[config.mk]
export PLATFORM = sky130hd
export DESIGN_NAME = alu_stream_flat
export DESIGN_NICKNAME = d
export VERILOG_FILES = /design/src/rtl/alu_stream_pkg.sv /design/src/rtl/alu_stream_if.sv /design/src/rtl/alu_stream_mul.sv /design/src/rtl/alu_stream.sv /design/src/flat_wrapper.sv
export SDC_FILE = /design/constraint.sdc
export NUM_CORES = 1
export LEC_CHECK = 0
export ABC_AREA = 1
export CAP_MARGIN = 0
export CORE_ASPECT_RATIO = 1.75
export CORE_MARGIN = 2
export CORE_UTILIZATION = 45
export CTS_CLUSTER_SIZE = 8
export DETAILED_ROUTE_END_ITERATION = 8
export GPL_TIMING_DRIVEN = 0
export PLACE_DENSITY_LB_ADDON = 0.1
export SYNTH_ARGS = -nofsm -noshare
export SYNTH_HDL_FRONTEND = slang
export SYNTH_HIERARCHICAL = 1
export SYNTH_SLANG_ARGS = --single-unit
[constraint.sdc]
create_clock -name clk -period 5 [get_ports clk]
set_input_delay 0.5 -clock clk [delete_from_list [all_inputs] [get_ports clk]]
set_output_delay 0.5 -clock clk [all_outputs]
set_load 0.005 [all_outputs]
[src/rtl/alu_stream_pkg.sv]
// Shared types and constants for the handshaked ALU: opcode encoding, flag bit positions
// and FSM state codes.
package alu_stream_pkg;

    localparam int OPW = 4;

    typedef enum logic [OPW-1:0] {
        OP_ADD  = 4'd0,
        OP_SUB  = 4'd1,
        OP_AND  = 4'd2,
        OP_OR   = 4'd3,
        OP_XOR  = 4'd4,
        OP_SHL  = 4'd5,
        OP_SHR  = 4'd6,
        OP_SRA  = 4'd7,
        OP_SLT  = 4'd8,
        OP_SLTU = 4'd9,
        OP_MUL  = 4'd10
    } op_e;

    // flags bus layout is {ovf, neg, zero, carry}
    localparam int FLAG_CARRY = 0;
    localparam int FLAG_ZERO  = 1;
    localparam int FLAG_NEG   = 2;
    localparam int FLAG_OVF   = 3;

    typedef logic [0:0] state_e;
    localparam state_e ST_IDLE = 1'b0;
    localparam state_e ST_MUL  = 1'b1;

endpackage

[src/rtl/alu_stream_if.sv]
// Operation/result handshake bundle between the stimulus driver (master) and the ALU (slave).
interface alu_stream_if
    import alu_stream_pkg::*;
#(
    parameter int WIDTH = 8
) ();

    logic             in_valid;
    logic             in_ready;
    logic [WIDTH-1:0] a;
    logic [WIDTH-1:0] b;
    logic [OPW-1:0]   op;
    logic             out_valid;
    logic             out_ready;
    logic [WIDTH-1:0] result;
    logic [3:0]       flags;
    logic             err;

    modport master (
        output in_valid, a, b, op, out_ready,
        input  in_ready, out_valid, result, flags, err
    );

    modport slave (
        input  in_valid, a, b, op, out_ready,
        output in_ready, out_valid, result, flags, err
    );

endinterface

[src/rtl/alu_stream_mul.sv]
// Iterative shift-add multiplier: one partial product per cycle for WIDTH cycles. done and
// product are presented combinationally during the final iteration so the caller can load them.
module alu_stream_mul #(
    parameter int WIDTH = 8
) (
    input  logic               clk,
    input  logic               srst,
    input  logic               start,
    input  logic [WIDTH-1:0]   a,
    input  logic [WIDTH-1:0]   b,
    output logic               busy,
    output logic               done,
    output logic [2*WIDTH-1:0] product
);

    localparam int CNT_W = $clog2(WIDTH);

    logic [2*WIDTH-1:0] mcand_reg;
    logic [2*WIDTH-1:0] acc_reg;
    logic [WIDTH-1:0]   mplier_reg;
    logic [CNT_W-1:0]   cnt_reg;
    logic               busy_reg;
    logic [2*WIDTH-1:0] addend;
    logic [2*WIDTH-1:0] acc_next;

    // partial product: shifted multiplicand gated by the current multiplier LSB
    for (genvar gi = 0; gi < 2*WIDTH; gi++) begin : g_addend
        assign addend[gi] = mcand_reg[gi] & mplier_reg[0];
    end

    assign acc_next = acc_reg + addend;
    assign busy     = busy_reg;
    assign done     = busy_reg && (cnt_reg == CNT_W'(WIDTH-1));
    assign product  = acc_next;

    always_ff @(posedge clk) begin
        if (srst) begin
            busy_reg   <= 1'b0;
            cnt_reg    <= '0;
            acc_reg    <= '0;
            mcand_reg  <= '0;
            mplier_reg <= '0;
        end else if (start) begin
            busy_reg   <= 1'b1;
            cnt_reg    <= '0;
            acc_reg    <= '0;
            mcand_reg  <= {{WIDTH{1'b0}}, a};
            mplier_reg <= b;
        end else if (busy_reg) begin
            acc_reg    <= acc_next;
            mcand_reg  <= mcand_reg << 1;
            mplier_reg <= mplier_reg >> 1;
            cnt_reg    <= cnt_reg + 1'b1;
            if (done) begin
                busy_reg <= 1'b0;
            end
        end
    end

endmodule

[src/rtl/alu_stream.sv]
// Handshaked ALU: single-cycle ops load the output registers on the accepting edge; MUL hands
// off to the iterative multiplier and blocks new input until its result is loaded.
module alu_stream
    import alu_stream_pkg::*;
#(
    parameter int WIDTH = 8
) (
    input  logic         clk,
    input  logic         rst,
    alu_stream_if.slave  bus
);

    localparam int SH_W = $clog2(WIDTH);

    state_e             state_reg;
    logic               out_valid_reg;
    logic [WIDTH-1:0]   result_reg;
    logic [3:0]         flags_reg;
    logic               err_reg;

    logic               accept;
    logic               mul_start;
    logic               mul_busy;
    logic               mul_done;
    logic [2*WIDTH-1:0] mul_product;
    logic [3:0]         mul_flags;

    logic [WIDTH:0]     add_sum;
    logic [WIDTH-1:0]   sub_diff;
    logic [SH_W-1:0]    sh;
    logic [WIDTH-1:0]   alu_result;
    logic [3:0]         alu_flags;
    logic               alu_err;
    logic               alu_carry;
    logic               alu_ovf;

    assign bus.in_ready  = (state_reg == ST_IDLE) && !mul_busy
                           && (!out_valid_reg || bus.out_ready) && !rst;
    assign accept        = bus.in_valid && bus.in_ready;
    assign mul_start     = accept && (bus.op == OP_MUL);
    assign bus.out_valid = out_valid_reg;
    assign bus.result    = result_reg;
    assign bus.flags     = flags_reg;
    assign bus.err       = err_reg;

    alu_stream_mul #(.WIDTH(WIDTH)) u_mul (
        .clk     (clk),
        .srst    (rst),
        .start   (mul_start),
        .a       (bus.a),
        .b       (bus.b),
        .busy    (mul_busy),
        .done    (mul_done),
        .product (mul_product)
    );

    assign add_sum  = {1'b0, bus.a} + {1'b0, bus.b};
    assign sub_diff = bus.a - bus.b;
    assign sh       = bus.b[SH_W-1:0];

    always_comb begin
        alu_result = '0;
        alu_carry  = 1'b0;
        alu_ovf    = 1'b0;
        alu_err    = 1'b0;
        case (op_e'(bus.op))
            OP_ADD: begin
                alu_result = add_sum[WIDTH-1:0];
                alu_carry  = add_sum[WIDTH];
                alu_ovf    = (bus.a[WIDTH-1] == bus.b[WIDTH-1])
                             && (add_sum[WIDTH-1] != bus.a[WIDTH-1]);
            end
            OP_SUB: begin
                alu_result = sub_diff;
                alu_carry  = (bus.a >= bus.b);
                alu_ovf    = (bus.a[WIDTH-1] != bus.b[WIDTH-1])
                             && (sub_diff[WIDTH-1] != bus.a[WIDTH-1]);
            end
            OP_AND:  alu_result = bus.a & bus.b;
            OP_OR:   alu_result = bus.a | bus.b;
            OP_XOR:  alu_result = bus.a ^ bus.b;
            OP_SHL:  alu_result = bus.a << sh;
            OP_SHR:  alu_result = bus.a >> sh;
            OP_SRA:  alu_result = $unsigned($signed(bus.a) >>> sh);
            OP_SLT:  alu_result = {{(WIDTH-1){1'b0}}, ($signed(bus.a) < $signed(bus.b))};
            OP_SLTU: alu_result = {{(WIDTH-1){1'b0}}, (bus.a < bus.b)};
            OP_MUL:  alu_result = '0;
            default: alu_err    = 1'b1;
        endcase
        alu_flags = '0;
        if (!alu_err) begin
            alu_flags[FLAG_CARRY] = alu_carry;
            alu_flags[FLAG_ZERO]  = (alu_result == '0);
            alu_flags[FLAG_NEG]   = alu_result[WIDTH-1];
            alu_flags[FLAG_OVF]   = alu_ovf;
        end
    end

    // MUL carry reports a nonzero high half of the full product
    always_comb begin
        mul_flags             = '0;
        mul_flags[FLAG_CARRY] = |mul_product[2*WIDTH-1:WIDTH];
        mul_flags[FLAG_ZERO]  = (mul_product[WIDTH-1:0] == '0);
        mul_flags[FLAG_NEG]   = mul_product[WIDTH-1];
    end

    always_ff @(posedge clk) begin
        if (rst) begin
            state_reg     <= ST_IDLE;
            out_valid_reg <= 1'b0;
            result_reg    <= '0;
            flags_reg     <= '0;
            err_reg       <= 1'b0;
        end else begin
            if (accept && !mul_start) begin
                out_valid_reg <= 1'b1;
                result_reg    <= alu_result;
                flags_reg     <= alu_flags;
                err_reg       <= alu_err;
            end else if (mul_done) begin
                out_valid_reg <= 1'b1;
                result_reg    <= mul_product[WIDTH-1:0];
                flags_reg     <= mul_flags;
                err_reg       <= 1'b0;
            end else if (bus.out_ready) begin
                out_valid_reg <= 1'b0;
            end

            if (mul_start) begin
                state_reg <= ST_MUL;
            end else if (mul_done) begin
                state_reg <= ST_IDLE;
            end
        end
    end

endmodule

[src/flat_wrapper.sv]
// flat-port wrapper written by rule: the top's interface ports become plain ports
module alu_stream_flat import alu_stream_pkg::*;
#(
    parameter int WIDTH = 8
)
  (clk, rst, bus_in_valid, bus_a, bus_b, bus_op, bus_out_ready, bus_in_ready, bus_out_valid, bus_result, bus_flags, bus_err);
  alu_stream_if #(.WIDTH(WIDTH)) bus_i ();
  input  logic clk;
  input  logic rst;
  input wire logic [$bits(bus_i.in_valid)-1:0] bus_in_valid;
  input wire logic [$bits(bus_i.a)-1:0] bus_a;
  input wire logic [$bits(bus_i.b)-1:0] bus_b;
  input wire logic [$bits(bus_i.op)-1:0] bus_op;
  input wire logic [$bits(bus_i.out_ready)-1:0] bus_out_ready;
  output wire logic [$bits(bus_i.in_ready)-1:0] bus_in_ready;
  output wire logic [$bits(bus_i.out_valid)-1:0] bus_out_valid;
  output wire logic [$bits(bus_i.result)-1:0] bus_result;
  output wire logic [$bits(bus_i.flags)-1:0] bus_flags;
  output wire logic [$bits(bus_i.err)-1:0] bus_err;
  assign bus_i.in_valid = bus_in_valid;
  assign bus_i.a = bus_a;
  assign bus_i.b = bus_b;
  assign bus_i.op = bus_op;
  assign bus_i.out_ready = bus_out_ready;
  assign bus_in_ready = bus_i.in_ready;
  assign bus_out_valid = bus_i.out_valid;
  assign bus_result = bus_i.result;
  assign bus_flags = bus_i.flags;
  assign bus_err = bus_i.err;
  alu_stream #(.WIDTH(WIDTH)) u_core (.clk(clk), .rst(rst), .bus(bus_i));
endmodule
==> impl_metrics.yaml, run 1 <==
grt:
  grt.total_usage: 0.295
  grt_pass1_vias: 5831
  grt_max_degree: 13
  overflow: 0
  antenna_found_initial: 0
  grt_pass1_wl_microns: 29300
placed_design:
  routabilityCongestion: 1.04
  dpl.hpwl_microns: 15400
  place_inst: 1127
  portBuffers: 38
worst_setup_path:
  critical_path_required_ps: 5270
  arrival_ps: 3530
  end_kind: "register"
  worst_setup_path_start_kind: "input port"
  path_max_fanout: 6
  worstSetupPathType: "input port to register"
finish:
  syn2layout_area_growth_pct: 16.2
  nFillCells: 1292
  stdcell_count: 1143
  most-common-layout-cells: "nand2_1, inv_1, nand3_1"
  fin_nets: 1042
  seq_area_sq_um: 1180
  final_common_cell: "nand2_1"
  final_layout_size_suffix_gt1_frac: 0.0890
  multi_input_area_sq_um: 3600
  antenna_cells: 0
pwr:
  p_sw_mw: 0.425
  p_leak_nw: 3.37
  swShare: 0.300
  seqPwrFrac: 0.346
  internal-power_mw: 0.991
  powerDensity_nw_per_um2: 221
  peakVddDrop_mv: 0.160
  clockPowerShare: 0.444
  comb_power_share: 0.210
synth:
  synth.area.top_cells: "dfxtp_1, nand2_1, ha_1, nand3_1, inv_1"
  synth_fa_ha_area_frac: 0.106
  synth-xor-area-share: 0.0189
  yosysWarnings: 6
  syn-num-nets: 993
  synth_compound_area_frac: 0.120
  synth_mux_area_frac: 0
  yosys.cell_types.count: 45
  synth_edf_count: 0
  yosysSeqAreaShare: 0.214
  synth-simple-area-share: 0.409
  synthCells: 924
  synth_top_cell_area_share: 0.214
  synth_flop_cell: "dfxtp_1"
  synth-async-reset-ratio: 0
  synth_top_family_by_area: "simple AND/OR/NAND/NOR gates"
  ys_ff_latch: 59
  synth_area_sq_um: 5510
  syn_area_per_cell_sq_um: 5.96
  yosys.area.top_type: "dfxtp_1"
clock_network:
  cts_buffer_depth: 2
  htree_levels: 3
  clkLatencyLatePin_ps: 330
  cts_tree: "yes"
  clock-root-buffer: "clkbuf_16"
  hold_buffers: 0
  post_cts_buffers: 0
  clk_pin_slew_ps: 50
  numCtsBuffers: 9
  cts.sink_count: 59
  cts_resized: 0
worst_hold_path:
  hp-class: "register to register"
floorplanning:
  fp-row-count: 53
  die-width_microns: 87.6
  dieArea_sq_um: 13200
  die_h_microns: 150
  initial_core_util: 0.459
  pin_count: 39
  core_area_sq_um: 12000
timing:
  finalHoldViolations: 0
  clock_skew_ps: 4.67
  rsz0062_at_grt: "no"
  finalCriticalPeriod_ps: 3260
  slew_viol_final: 0
  final-setup-viol-count: 0
  slew-limit-headroom: 0.600
  worstMarginPinSlew_ps: 600
  max_freq_mhz: 306
  finalSetupTns_ps: 0
  post-route-period-util: 0.653
outcome:
  run_status: "finished, final reports clean"
route:
  drc: 0
  wl_per_cell_microns: 16.6
  drt-total-wl_microns: 19000
  num_vias: 6000
  final_antenna_net_count: 0
  viasPerCell: 5.25
  drt_pre_antenna_iters: 5
  drt_iter0_markers: 261
job:
  drv_cap: 0
area by class of cell:
| class | instances | share of cell area |
|---|---|---|
| Tap cell | 165 | 0.0323 |
| Timing Repair Buffer | 38 | 0.0594 |
| Multi-Input combinational cell | 691 | 0.563 |
| Clock inverter | 5 | 0.00978 |
| Inverter | 144 | 0.0849 |
| Clock buffer | 11 | 0.0379 |
| Buffer | 30 | 0.0280 |
| Sequential cell | 59 | 0.185 |
power groups by stage:
| stage | Sequential (mW) | Clock, mW | Combinational (mW) |
|---|---|---|---|
| 6_report | 0.490 | 0.628 | 0.298 |
| 5_1_grt | 0.491 | 0.663 | 0.327 |
| 4_1_cts | 0.490 | 0.637 | 0.293 |
| 3_5_place_dp | 0.500 | 0 | 0.291 |
| 3_3_place_gp | 0.500 | 0 | 0.292 |
| 2_1_floorplan | 0.499 | 0 | 0.184 |
per-stage QoR:
step	instance area (sq um)	hold WS, ps	util	setup slack [ps]	power, mW
after floorplan	5510	437	-	2470	0.683
after global placement	6090	451	0.508	1500	0.792
after detailed placement	6090	457	0.508	1540	0.791
after CTS	6400	465	0.533	1790	1.42
after global routing	6400	479	0.533	1540	1.48
final	6400	464	0.533	1740	1.42
cells in the mapped netlist, drive strengths merged (4+ instances only):
cell type and count:
xor2 8, nor4 5, nand2 288, nand4 6, inv 143, dfxtp 59, buf 27, o21ai 38
a211oi 4, or2 4, a31oi 8, nor2 99, ha 42, nand3 98, o221ai 9, a21oi 50
nor3 16
cells by family (layout without fill, tap and decap cells):
logic type / Yosys count / in the layout
simple gates: 518 / 518
buf+inv: 174 / 228
compound gates: 117 / 117
flops: 59 / 59
fa+ha+maj: 45 / 45
xor+xnor: 11 / 11
final timing paths:
| path | from | end | slack [ps] | cells after the start |
|---|---|---|---|---|
| worst min-delay path | u_core/u_mul/mcand_reg[15] | u_core/u_mul/mcand_reg[15] | 460 | 2 |
| worst max register to register | u_core/u_mul/mplier_reg[0] | u_core/bus.flags[0] | 1820 | 17 |
| worst min register to register | u_core/u_mul/mcand_reg[15] | u_core/u_mul/mcand_reg[15] | 460 | 2 |
| worst max-delay path | bus_a[0] | u_core/bus.flags[1] | 1740 | 13 |
worst max-delay path, cell delays in order:
cell             delay [ps]
clkdlybuf4s50_1         630
ha_1                    450
fa_1                    490
or2_2                   320
nand3_1                 100
o21ai_1                  70
nor2_1                  330
nand2_1                  90
nor2_1                  190
nand3_1                 100
nor2_1                   90
nand2_1                  70
a21oi_2                 100
metal layers:
| layer | GRT usage | vias up | part of all wire |
|---|---|---|---|
| li1 | - | 3037 | - |
| met1 | 0.259 | 2711 | 0.33 |
| met2 | 0.580 | 183 | 0.56 |
| met3 | 0.0373 | 69 | 0.035 |
| met4 | 0.217 | 0 | 0.076 |
| met5 | 0 | - | 0 |
Power figures use the tool's default switching activity.
==> run 2, diff against run 1 <==
clock period = 2.65 ns   (was 5 ns; I/O delays follow)
==> run 2 against run 1 <==
Compared with the run above: global-route usage up 0.13 points; clock power grew 88%; wire length is 1.9% higher; highest routed layer unchanged; sequential share of layout area is 0.58 points lower; via count grew 1.4%; critical endpoint is now u_core/bus.flags[0].
==> impl_metrics.yaml, run 2 (synthesis results as in run 1) <==
finish:
  seq_area_sq_um: 1180
  fin_nets: 1050
  multi_input_area_sq_um: 3730
  antenna_cells: 0
  nFillCells: 1278
  stdcell_count: 1151
  final_common_cell: "nand2_1"
  final_layout_size_suffix_gt1_frac: 0.128
  fin_area_sq_um: 6630
  most-common-layout-cells: "nand2_1, inv_1, nand3_1"
  syn2layout_area_growth_pct: 20.4
pwr:
  p_leak_nw: 3.45
  powerDensity_nw_per_um2: 404
  peakVddDrop_mv: 0.302
clock_network:
  htree_levels: 3
  cts_tree: "yes"
  cts_buffer_depth: 2
  clkLatencyLatePin_ps: 330
  clock-root-buffer: "clkbuf_16"
  numCtsBuffers: 9
  cts.sink_count: 59
  clk_pin_slew_ps: 50
grt:
  overflow: 0
  grt.total_usage: 0.297
  grt_pass1_wl_microns: 29400
  grt_pass1_vias: 5848
  antenna_found_initial: 0
  grt_max_degree: 13
floorplanning:
  pin_count: 39
  fp-row-count: 53
  die_h_microns: 150
  initial_core_util: 0.459
  die-width_microns: 87.6
  dieArea_sq_um: 13200
  core_area_sq_um: 12000
timing:
  final-setup-viol-count: 0
  finalCriticalPeriod_ps: 2570
  worstMarginPinSlew_ps: 629
  slew-limit-headroom: 0.580
  post-route-period-util: 0.970
  finalHoldViolations: 0
  clock_skew_ps: 5.01
  hold_ws_ps: 451
  max_freq_mhz: 389
  finalSetupTns_ps: 0
  slew_viol_final: 0
worst_setup_path:
  arrival_ps: 2790
  critical_path_required_ps: 2870
  worst_setup_path_start_kind: "register"
  end_kind: "register"
  crit-reg2reg-launch: "u_core/u_mul/mplier_reg[0]"
  path_max_fanout: 6
  crit_family: "simple AND/OR/NAND/NOR gates"
  critPathBufInv: 2
  critPathMaxStageDelay_ps: 370
  cp_common_cell: "nand2_1"
  cp_slowest_cell: "dfxtp_4"
  reg2reg_slack_ps: 80
  crit_chain: "buf_4 > nand2_1 > inv_1 > ha_1 > or2_1 > and2_4 > nand3_4 > nand3_1 > nand2_1 > nand2_2 > nor4_4 > nand2_1 > o21ai_1 > a21oi_1"
  worstSetupPathType: "register to register"
  worstSetupStartpoint: "u_core/u_mul/mplier_reg[0]"
placed_design:
  place_inst: 1127
  routabilityCongestion: 1.04
  portBuffers: 38
  dpl.hpwl_microns: 15400
  place_area_sq_um: 6090
route:
  drc: 0
  viasPerCell: 5.28
  drt-total-wl_microns: 19400
  num_vias: 6083
  drt_pre_antenna_iters: 5
  final_antenna_net_count: 0
  drt_iter0_markers: 263
  wl_per_cell_microns: 16.8
job:
  drv_cap: 0
worst_hold_path:
  hp-start: "bus_b[2]"
  hp-class: "input port to register"
outcome:
  run_status: "finished, final reports clean"
[run 2: what timing repair did]
item	4_1_cts	5_1_grt
gates resized for setup	17	34
hold buffers	0	0
cloned	0	1
setup endpoints to repair	9	7
setup buffers	0	8
pin swaps	2	10
[run 2: final timing paths]
kind                                              endpoint  cells past startpoint
worst max-delay path                   u_core/bus.flags[0]                     14
worst min-delay path            u_core/u_mul/mplier_reg[2]                      3
worst max register to register         u_core/bus.flags[0]                     14
worst min register to register  u_core/u_mul/mcand_reg[15]                      2
[run 2: area by class of cell]
cell class / instances / area share
repair buffers: 47 / 0.0704
inverters: 144 / 0.0819
well taps: 165 / 0.0311
plain buffers: 29 / 0.0287
clock buffers: 11 / 0.0366
multi-input cells: 691 / 0.563
flip-flops and latches: 59 / 0.179
clock inverters: 5 / 0.00944
[run 2: power by group]
part           leakage [nW]  switching (mW)  internal [mW]
clock                 0.142           0.428          0.756
sequential            0.479          0.0148          0.910
combinational          2.83           0.362          0.209
total                  3.45           0.805           1.88
[run 2: metrics by stage]
step	util	setup WS, ps	power [mW]
floorplan	-	117	1.29
global placement	0.508	-612	1.49
detailed placement	0.508	-579	1.49
CTS	0.536	8.83	2.68
global route	0.552	-99.9	2.80
finish	0.552	79.3	2.68
[run 2: worst min-delay path: stages]
cell and delay (ps):
clkbuf_2 180, o21ai_0 230, a211oi_1 60
[run 2: routing by layer]
| layer | global-route usage | vias up | wire length (microns) |
|---|---|---|---|
| met5 | 0 | - | 0 |
| met4 | 0.222 | 0 | 1520 |
| met3 | 0.0400 | 74 | 681 |
| met2 | 0.580 | 196 | 10700 |
| met1 | 0.260 | 2761 | 6430 |
| li1 | - | 3052 | - |
==> run 3, diff against run 2 <==
RECOVER_POWER = 100   (was not set)
SKIP_CTS_REPAIR_TIMING = 1   (was not set)
TNS_END_PERCENT = 5   (was not set)
==> run 3 against run 2 <==
Compared with the run above: first-iteration DRC count is 3.8% higher; combinational power is 1% lower; register-to-register slack better by 20 ps; critical path type unchanged; largest cell class unchanged; largest power group unchanged.
==> impl_metrics.yaml, run 3 (synthesis results as in run 1) <==
grt:
  grt_pass1_wl_microns: 29300
  antenna_found_initial: 0
  grt_max_degree: 13
  grt.total_usage: 0.295
  overflow: 0
  grt_pass1_vias: 5831
placed_design:
  dpl.hpwl_microns: 15400
  pre_cts_slack_ps: -579
  routabilityCongestion: 1.04
  place_inst: 1127
  portBuffers: 38
outcome:
  run_status: "finished, final reports clean"
route:
  drc: 0
  final_antenna_net_count: 0
  wl_per_cell_microns: 16.7
  viasPerCell: 5.28
  num_vias: 6063
  drt_iter0_markers: 273
  drt-total-wl_microns: 19200
  drt_pre_antenna_iters: 5
timing:
  final-setup-viol-count: 0
  finalSetupTns_ps: 0
  max_freq_mhz: 391
  slew_viol_final: 0
  clock_skew_ps: 4.82
  worstMarginPinSlew_ps: 615
  post-route-period-util: 0.964
  timing.final.ws_setup_ps: 95.5
  finalHoldViolations: 0
  rsz0062_at_grt: "yes"
  slew-limit-headroom: 0.590
  finalCriticalPeriod_ps: 2550
floorplanning:
  core_area_sq_um: 12000
  initial_core_util: 0.459
  fp-row-count: 53
  dieArea_sq_um: 13200
  die-width_microns: 87.6
  pin_count: 39
  die_h_microns: 150
worst_hold_path:
  hp-class: "register to register"
worst_setup_path:
  arrival_ps: 2770
  path_max_fanout: 6
  worstSetupPathType: "register to register"
  end_kind: "register"
  critical_path_required_ps: 2870
  worst_setup_path_start_kind: "register"
job:
  drv_cap: 0
finish:
  utilization: 0.548
  stdcell_count: 1148
  final_layout_size_suffix_gt1_frac: 0.119
  fin_nets: 1047
  syn2layout_area_growth_pct: 19.5
  final_common_cell: "nand2_1"
  antenna_cells: 0
  most-common-layout-cells: "nand2_1, inv_1, nand3_1"
clock_network:
  cts.sink_count: 59
  clkLatencyLatePin_ps: 330
  numCtsBuffers: 9
  clock-root-buffer: "clkbuf_16"
  cts_buffer_depth: 2
  cts_tree: "yes"
  clk_pin_slew_ps: 50
  htree_levels: 3
pwr:
  peakVddDrop_mv: 0.302
  powerDensity_nw_per_um2: 406
  fin_total_pwr_mw: 2.67
  p_leak_nw: 3.51
## run 3: area by class of cell
class / instances / area [sq um]
clock buffers: 11 / 243
inverters: 144 / 543
multi-input cells: 691 / 3720
fillers: 1276 / 5420
repair buffers: 44 / 440
well taps: 165 / 206
flip-flops and latches: 59 / 1180
clock inverters: 5 / 62.6
plain buffers: 29 / 181
## run 3: worst max-delay path, stage by stage (launching register included)
cell,delay (ps)
dfxtp_4,370
buf_6,130
nand2_1,50
inv_1,60
ha_4,170
fa_2,400
nand2_2,70
nand2_2,70
nand3_2,70
nand2_2,80
buf_4,150
nand2_2,50
nand2_1,60
nand2_2,60
nand2_1,60
nor4_2,250
nand2_1,110
o21ai_1,160
a21oi_1,80
## run 3: power breakdown
part / total, mW / internal, mW / switching, mW
sequential: 0.924 / 0.910 / 0.0140
clock: 1.18 / 0.756 / 0.427
combinational: 0.564 / 0.203 / 0.361
## run 3: worst paths after layout
kind	slack (ps)	depth (start not counted)	to	startpoint
max	100	18	u_core/bus.flags[0]	u_core/u_mul/mplier_reg[0]
min	460	2	u_core/u_mul/mcand_reg[15]	u_core/u_mul/mcand_reg[15]
max reg2reg	100	18	u_core/bus.flags[0]	u_core/u_mul/mplier_reg[0]
min reg2reg	460	2	u_core/u_mul/mcand_reg[15]	u_core/u_mul/mcand_reg[15]
## run 3: stage by stage
stage	hold WS, ps	cell area, sq um
floorplan	343	5510
global placement	451	6090
detailed placement	457	6090
CTS	465	6400
global route	481	6580
finish	463	6580
## run 3: per-layer routing
metal / up-vias / GRT usage / wire, microns / part of all wire
met5: - / 0 / 0 / 0
met4: 0 / 0.217 / 1540 / 0.080
met3: 80 / 0.0373 / 686 / 0.036
met2: 181 / 0.580 / 10600 / 0.55
met1: 2753 / 0.259 / 6400 / 0.33
li1: 3049 / - / - / -
